$ cat src/rtl/bin_to_bcd_seq_if.sv
// Handshake bundle for the sequential binary-to-BCD converter.
// master drives the request (start/din); slave is the converter itself.
interface bin_to_bcd_seq_if #(
   parameter int BIN_W  = 8,
   parameter int DIGITS = 2
);
   logic                  start;
   logic [BIN_W-1:0]      din;
   logic                  busy;
   logic                  done;
   logic [4*DIGITS-1:0]   bcd;
   logic                  ovf;

   modport master (output start, din, input  busy, done, bcd, ovf);
   modport slave  (input  start, din, output busy, done, bcd, ovf);
endinterface

$ cat src/rtl/bin_to_bcd_seq.sv
// Sequential double-dabble converter: one input bit per SHIFT cycle,
// result registered on the final shift so bcd/ovf only move on entry to DONE.
//
//   state    | meaning
//   ---------+-----------------------------------------------------------
//   ST_IDLE  | waiting for start; bcd/ovf hold the last result
//   ST_SHIFT | converting, one add-3/shift per cycle, counter counts down
//   ST_DONE  | one-cycle result strobe; a start here chains a new conversion
module bin_to_bcd_seq #(
   parameter int BIN_W  = 8,
   parameter int DIGITS = 2
) (
   input  logic             clk,
   input  logic             rst,
   bin_to_bcd_seq_if.slave  bus
);
   localparam int SCR_W = 4 * DIGITS;
   localparam int CNT_W = $clog2(BIN_W + 1);
   localparam logic [CNT_W-1:0] CNT_LOAD = CNT_W'(BIN_W);
   localparam logic [CNT_W-1:0] CNT_ONE  = CNT_W'(1);

   typedef enum logic [1:0] {ST_IDLE, ST_SHIFT, ST_DONE} state_t;

   state_t             state_q, state_d;
   logic [BIN_W-1:0]   bin_q, bin_d;
   logic [SCR_W-1:0]   scr_q, scr_d;
   logic [CNT_W-1:0]   cnt_q, cnt_d;
   logic               ovf_q, ovf_d;
   logic [SCR_W-1:0]   bcd_q, bcd_d;
   logic               res_ovf_q, res_ovf_d;

   logic [SCR_W-1:0]   adj;
   logic [SCR_W-1:0]   scr_shift;
   logic [BIN_W-1:0]   bin_shift;
   logic               carry;
   logic               accept;
   logic               last_shift;

   // start is ignored while a conversion is running
   assign accept     = bus.start && (state_q != ST_SHIFT);
   assign last_shift = (state_q == ST_SHIFT) && (cnt_q == CNT_ONE);

   // add-3 correction on every scratch digit that would overflow when doubled
   always_comb begin
      adj = scr_q;
      for (int k = 0; k < DIGITS; k++) begin
         if (scr_q[4*k +: 4] >= 4'd5) begin
            adj[4*k +: 4] = scr_q[4*k +: 4] + 4'd3;
         end
      end
   end

   // the bit leaving the top digit is dropped from bcd but remembered as overflow
   assign carry     = adj[SCR_W-1];
   assign scr_shift = {adj[SCR_W-2:0], bin_q[BIN_W-1]};
   assign bin_shift = {bin_q[BIN_W-2:0], 1'b0};

   // state register
   always_ff @(posedge clk) begin
      if (rst) begin
         state_q <= ST_IDLE;
      end else begin
         state_q <= state_d;
      end
   end

   // next-state logic
   always_comb begin
      state_d = state_q;
      case (state_q)
         ST_IDLE:  if (bus.start) state_d = ST_SHIFT;
         ST_SHIFT: if (last_shift) state_d = ST_DONE;
         ST_DONE:  state_d = bus.start ? ST_SHIFT : ST_IDLE;
         default:  state_d = ST_IDLE;
      endcase
   end

   // datapath next values: load on accept, shift while converting, publish on the last shift
   always_comb begin
      bin_d     = bin_q;
      scr_d     = scr_q;
      cnt_d     = cnt_q;
      ovf_d     = ovf_q;
      bcd_d     = bcd_q;
      res_ovf_d = res_ovf_q;
      if (accept) begin
         bin_d = bus.din;
         scr_d = '0;
         ovf_d = 1'b0;
         cnt_d = CNT_LOAD;
      end else if (state_q == ST_SHIFT) begin
         bin_d = bin_shift;
         scr_d = scr_shift;
         ovf_d = ovf_q | carry;
         cnt_d = cnt_q - CNT_ONE;
         if (cnt_q == CNT_ONE) begin
            bcd_d     = scr_shift;
            res_ovf_d = ovf_q | carry;
         end
      end
   end

   // datapath registers; reset clears everything, including any partial result
   always_ff @(posedge clk) begin
      if (rst) begin
         bin_q     <= '0;
         scr_q     <= '0;
         cnt_q     <= '0;
         ovf_q     <= 1'b0;
         bcd_q     <= '0;
         res_ovf_q <= 1'b0;
      end else begin
         bin_q     <= bin_d;
         scr_q     <= scr_d;
         cnt_q     <= cnt_d;
         ovf_q     <= ovf_d;
         bcd_q     <= bcd_d;
         res_ovf_q <= res_ovf_d;
      end
   end

   assign bus.busy = (state_q == ST_SHIFT);
   assign bus.done = (state_q == ST_DONE);
   assign bus.bcd  = bcd_q;
   assign bus.ovf  = res_ovf_q;

endmodule

$ cat src/flat_wrapper.sv
// flat-port wrapper written by rule: the top's interface ports become plain ports
module bin_to_bcd_seq_flat 
#(
   parameter int BIN_W  = 8,
   parameter int DIGITS = 2
)
  (clk, rst, bus_start, bus_din, bus_busy, bus_done, bus_bcd, bus_ovf);
  bin_to_bcd_seq_if #(.BIN_W(BIN_W), .DIGITS(DIGITS)) bus_i ();
  input  logic clk;
  input  logic rst;
  input wire logic [$bits(bus_i.start)-1:0] bus_start;
  input wire logic [$bits(bus_i.din)-1:0] bus_din;
  output wire logic [$bits(bus_i.busy)-1:0] bus_busy;
  output wire logic [$bits(bus_i.done)-1:0] bus_done;
  output wire logic [$bits(bus_i.bcd)-1:0] bus_bcd;
  output wire logic [$bits(bus_i.ovf)-1:0] bus_ovf;
  assign bus_i.start = bus_start;
  assign bus_i.din = bus_din;
  assign bus_busy = bus_i.busy;
  assign bus_done = bus_i.done;
  assign bus_bcd = bus_i.bcd;
  assign bus_ovf = bus_i.ovf;
  bin_to_bcd_seq #(.BIN_W(BIN_W), .DIGITS(DIGITS)) u_core (.clk(clk), .rst(rst), .bus(bus_i));
endmodule
$ cat config.mk
export PLATFORM = sky130hd
export DESIGN_NAME = bin_to_bcd_seq_flat
export DESIGN_NICKNAME = d
export VERILOG_FILES = /design/src/rtl/bin_to_bcd_seq_if.sv /design/src/rtl/bin_to_bcd_seq.sv /design/src/flat_wrapper.sv
export SDC_FILE = /design/constraint.sdc
export NUM_CORES = 1
export LEC_CHECK = 0
export ABC_AREA = 1
export CELL_PAD_IN_SITES_DETAIL_PLACEMENT = 1
export CELL_PAD_IN_SITES_GLOBAL_PLACEMENT = 1
export CORE_UTILIZATION = 42
export DETAILED_ROUTE_END_ITERATION = 16
export GPL_TIMING_DRIVEN = 0
export PLACE_DENSITY = 0.91
export RECOVER_POWER = 50
export SYNTH_ARGS = -nofsm -noshare
export SYNTH_HDL_FRONTEND = slang
export SYNTH_SLANG_ARGS = --single-unit
$ cat constraint.sdc
create_clock -name clk -period 2.1 [get_ports clk]
set_input_delay 0.315 -clock clk [delete_from_list [all_inputs] [get_ports clk]]
set_output_delay 0.315 -clock clk [all_outputs]
set_load 0.02 [all_outputs]
Yosys cells after proc, flatten, opt, wreduce, memory -nomap -nowiden
Cells that the tools add are included.

Register bits after elaboration: 32. Latch bits: 0. Bits in writable memories: 0. Bits in read-only memories: 0. Input bits: 11. Output and inout port bits: 11. Logic and storage cells: 38. Memories kept: 0.

Add/subtract/negate cells: 3. Multiply operators: 0. Div/mod/pow operators: 0. $lt $le $gt $ge: 2. Equality and inequality tests: 6. Shift operators: 0. Multiplexer cells: 10. Bitwise gates (word level): 2. Reductions and logical operators: 7.

Operators by type and width (count): 4-bit 2-to-1 mux (4); 8-bit 2-to-1 mux (2); 4-bit by 2-bit adder with 4-bit output, second input constant (2); 4-bit by 3-bit greater-or-equal comparator with 1-bit output, second input constant (2); 2-bit case mux with 3 select lines (1); 4-bit by 1-bit equality test with 1-bit output, second input constant (1); 2-bit 2-to-1 mux (2); 2-bit by 1-bit inequality test with 1-bit output, second input constant (2); 4-bit by 1-bit subtractor with 4-bit output, second input constant (1); 3-bit AND reduction (1); 2-bit by 1-bit equality test with 1-bit output, second input constant (1); 2-bit equality test, second input constant (1); 1-bit logical AND (2); 2-bit zero test (1); 2-bit inequality test, second input constant (1); 2-bit AND reduction (1); 2-bit nonzero test (1); 2-bit OR reduction (1); 1-bit 2-to-1 mux (1); 1-bit inverter (1); 1-bit OR (1).

Depth between registers and ports, before layout
Depth after elaboration: 4. Mapped depth: 10. Gate-level depth less buffers: 10.

Worst setup path after synthesis
No wires, ideal clock.

Kind: register -> register. Start point: register u_core.scr_q[4]. End point: register u_core.scr_q[5]. Data arrival time: 1184 ps. Required time: 1991 ps. Slack: 807 ps. Stages on the path, launching flop included: 11. Period minus slack after synthesis: 1293 ps. Path through: dfxtp_1 inv_1 ha_1 inv_1 nand2_1 nand3_1 inv_1 nand2_1 nand3_1 nand2_1 inv_1.

Word-level cells in the longest chain between the ends: 2.

RTL lines: start, declared (RTL line bin_to_bcd_seq.sv:26) `logic [SCR_W-1:0] scr_q, scr_d;`; start signal, assigned (RTL line bin_to_bcd_seq.sv:114) `scr_q <= scr_d;`; 4-bit by 2-bit adder with 4-bit output / 4-bit by 3-bit greater-or-equal comparator with 1-bit output (equally long branches) (RTL line bin_to_bcd_seq.sv:48, bin_to_bcd_seq.sv:47); 4-bit 2-to-1 mux * (RTL line bin_to_bcd_seq.sv:47) `if (scr_q[4*k +: 4] >= 4'd5) begin`.

Every way passes the cells marked *; elsewhere a longest branch is shown, timed or not. A chain may end at the register's enable or synchronous reset.

Worst setup path in the final report
Start point: register u_core.state_q[1]. End point: output port bus_done.

Word-level cells in the longest chain between the ends: 1.

RTL lines: start, declared (RTL line bin_to_bcd_seq.sv:24) `state_t state_q, state_d;`; start signal, assigned (RTL line bin_to_bcd_seq.sv:63) `state_q <= state_d;`; 2-bit equality test (RTL line bin_to_bcd_seq.sv:123) `assign bus.done = (state_q == ST_DONE);`; end, declared (RTL line flat_wrapper.sv:14) `output wire logic [$bits(bus_i.done)-1:0] bus_done;`.

No other way between the ends.

==> results.md <==
* Clock skew at ~0.0047 ns
* Fin Hold WS at about 0.47 ns
* Half-perimeter wire length after detailed placement at 2990 microns
* Synthesized netlist cell count at 231
* Antenna Cells at 0
* Wire length of the first global-routing pass at roughly 7400 microns
* Count of synthesis-stage warnings from yosys at 0
* Count of endpoints failing setup in the final report at 0
* First-pass iteration count of the detailed router at 4
* Routed met1 length at between 1500 and 2000 microns
* Count of input and output buffers at 21
* Number of clock sinks at 32
* Main combinational cell family by area after synthesis: simple AND/OR/NAND/NOR gates
* Number of DRC markers after the initial detailed-route iteration at 56
* TritonCTS clock tree: done
* Max cap viols at 0
* Dominant register cell in the synthesized netlist: dfxtp_1
* Layout-stage area growth over the synthesis result at 19.8%
* Mux cell area share after synthesis at 0%
* Startpoint kind of the worst setup timing path: flip-flop
* Uppermost routed layer: met4
* Number of buffers on the longest clock path at 2
* Mapped Nets at approximately 250
* CORE AREA at 3720 sq um
* Max transition margin at between 70 and 80%
* Cell type with the highest aggregate area in the netlist: dfxtp_1
* Standard-cell row count at 22
* Number of antenna violations at the first check in global routing at 0
* Distinct cell type count after synthesis at 20
* Total CTS buffers at 5
* RSZ-0062 raised after global routing: false
* Net switching power at approximately 0.38 mW
* Die extent in y at between 60 and 70 microns
* Avg Cell Area, Syn at 7.15 sq um
* Compound-cell area share of the yosys netlist at between 10% and 20%
* Switching part of the total at between 20% and 30%
* CTS H-tree lvls at 2
* Cell Area, Synth at roughly 1700 sq um
* Buffer type at the clock tree root: clkbuf_8
* P_leak at about 0.94 nW
* Final routed wirelength across all metal layers at ~4300 microns
* Max Fanout on Critical Path at 2
* Clock transition at the registers of the reported paths at 0.06 ns
* Most frequent standard cell in the layout excluding fill and tap cells: nand2_1
* Tot GR Track Use at between 20% and 30%
* Cells taking the most area after synthesis: dfxtp_1 39%, nand2_1 15%, inv_1 8.0%, nand3_1 6.4%, a21oi_1 5.5%
* Flip-flop and latch count after synthesis at 32
* Commonest cells after routing, fill and taps aside: 71 x nand2_1, 37 x inv_1, 32 x dfxtp_1, 21 x nand3_1, 19 x clkdlybuf4s50_1
* Met2 Routed Length at approximately 2200 microns
* Final worst-path cycle share at about 86%
* Peak Freq at about 550 MHz
* Outcome: finished clean
* Count of flip-flops with a built-in enable after synthesis at 0
* Portion of synthesized cell area occupied by the leading cell type at around 39%
* Hold Vio Cnt, Final at 0
* Largest net degree at the start of global routing at 11
* Async SR Flop Fraction at 0%
* Transition time at the pin with the least slew margin at between 0.4 and 0.5 ns
* Power share of the sequential group at between 40% and 50%
* Peak supply drop at about 360 uV
* Vias post-DR at ~1,500
* Global-route congestion overflow total at 0
* Share of power burned in combinational logic at ~16%
* Starting density of the core at 44.4%
* Gp weighted congestion at 0.750
* Post-layout min period at roughly 1.8 ns
* Type of destination of the critical path: output pin
* Worst Path Arrival at between 1 and 1.5 ns
* Post-synthesis share of cell area spent on and, or, nand and nor gates at between 20 and 30%
* Fraction of the mapped netlist area in adder cells at under 10%
* Power density over the cells at a little over 700 nW/um^2
* Post-cts hold buffer count at 0
* Fraction of layout cells with a size suffix above 1 at approximately 8.9%
* Worst EP required at between 1.5 and 2 ns
* Average wire per standard cell at around 14 microns
* Internal power summed over all cells at between 1 and 1.5 mW
* Clock share of power at around 37%
* Total Die Area at 4190 sq um
* Type of the worst min-delay path: flip-flop to flip-flop
* Portion of the post-synthesis area used by sequential elements at roughly two fifths
* Max-slew violations at 0
* Number of remaining DRC errors at 0
* Antenna Nets Post-Route at 0
* Horizontal die dimension at around 65 microns
* Xor/xnor share of the synthesized area at less than 1%
* Vias in the first global route at ~1,600
* Clock latency of the later-clocked register in the worst-skew pair at ~0.29 ns
* Layout net count at ~280
* Type of the setup path with the least slack: flip-flop to output pin
* Top Ports at 22
* Routed met3 length at 151 microns
* Post-Route Setup TNS at 0 ns
* Average via count per standard cell at about 5
power groups by stage:
stage / combinational, mW / clock (mW) / sequential (mW)
2_1_floorplan: 0.158 / 0 / 0.672
3_3_place_gp: 0.225 / 0 / 0.673
3_5_place_dp: 0.235 / 0 / 0.674
4_1_cts: 0.238 / 0.519 / 0.662
5_1_grt: 0.254 / 0.559 / 0.665
6_report: 0.225 / 0.515 / 0.661
state kept, by name (all words and copies together), names as in the netlist:
signal          flops
u_core.bin_q        8
u_core.bus.bcd      8
u_core.bus.ovf      1
u_core.cnt_q        4
u_core.ovf_q        1
u_core.scr_q        8
u_core.state_q      2
per-layer routing:
| metal | GRT usage (%) | vias to the layer above |
|---|---|---|
| met5 | 0 | - |
| met1 | 26.1 | 728 |
| met2 | 43.9 | 28 |
| met4 | 7.78 | 0 |
| li1 | - | 770 |
| met3 | 4.75 | 6 |
worst paths after layout:
kind                                                        to  depth (start not counted)  slack [ns]                      startpoint
worst max-delay path                                  bus_done                          3        0.30  u_core.state_q[1]$_SDFFE_PP0P_
worst min register to register    u_core.scr_q[0]$_SDFFE_PP0P_                          2        0.47    u_core.bin_q[7]$_SDFFE_PP0P_
worst min-delay path              u_core.scr_q[0]$_SDFFE_PP0P_                          2        0.47    u_core.bin_q[7]$_SDFFE_PP0P_
worst max register to register  u_core.bus.bcd[3]$_SDFFE_PP0P_                          7        0.55    u_core.cnt_q[1]$_SDFFE_PP0P_
cell type report:
cell class | instances | area, sq um
Clock buffer | 7 | 96.3
Buffer | 5 | 60.1
Tap cell | 48 | 60.1
Timing Repair Buffer | 21 | 213
Multi-Input combinational cell | 153 | 746
Sequential cell | 32 | 641
Inverter | 41 | 164
Fill cell | 486 | 1740
synthesized netlist by cell type (2+ instances only):
library cell	instances
o21ai_2	7
dfxtp_1	32
nand3_1	21
nand2_1	67
inv_1	35
ha_1	6
a21oi_1	18
inv_2	4
nand2_4	4
nor2_4	2
buf_6	4
nor2_1	14
o21ai_0	10
worst max-delay path, cell delays in order, from the launching register on:
cell and delay [ns]:
dfxtp_1 0.38, clkinv_1 0.11, nor2_1 0.10, clkdlybuf4s50_1 0.61
what timing repair did:
item,4_1_cts,5_1_grt
setup buffers,0,0
resized for setup,0,1
endpoints found under the setup margin,0,1
cell families (layout without fill, tap and decap cells):
logic type,Yosys count,after routing
AOI/OAI and AO/OA,36,36
and+or+nand+nor,110,110
DFF,32,32
buffers and inverters,46,74
xor gates and xnor gates,1,1
adders and majority gates,6,6
stage by stage:
stage | setup slack, ns | total power [mW] | instances | util [%] | instance area, sq um
after floorplan | 0.807 | 0.831 | 231 | - | 1650
after global placement | 0.390 | 0.898 | 300 | 51.7 | 1920
after detailed placement | 0.363 | 0.909 | 300 | 51.7 | 1920
after CTS | 0.0428 | 1.42 | 307 | 54.3 | 2020
after global routing | 0.226 | 1.48 | 307 | 53.3 | 1980
final | 0.297 | 1.40 | 307 | 53.3 | 1980
Note: power is estimated with default switching activity, not from simulation.
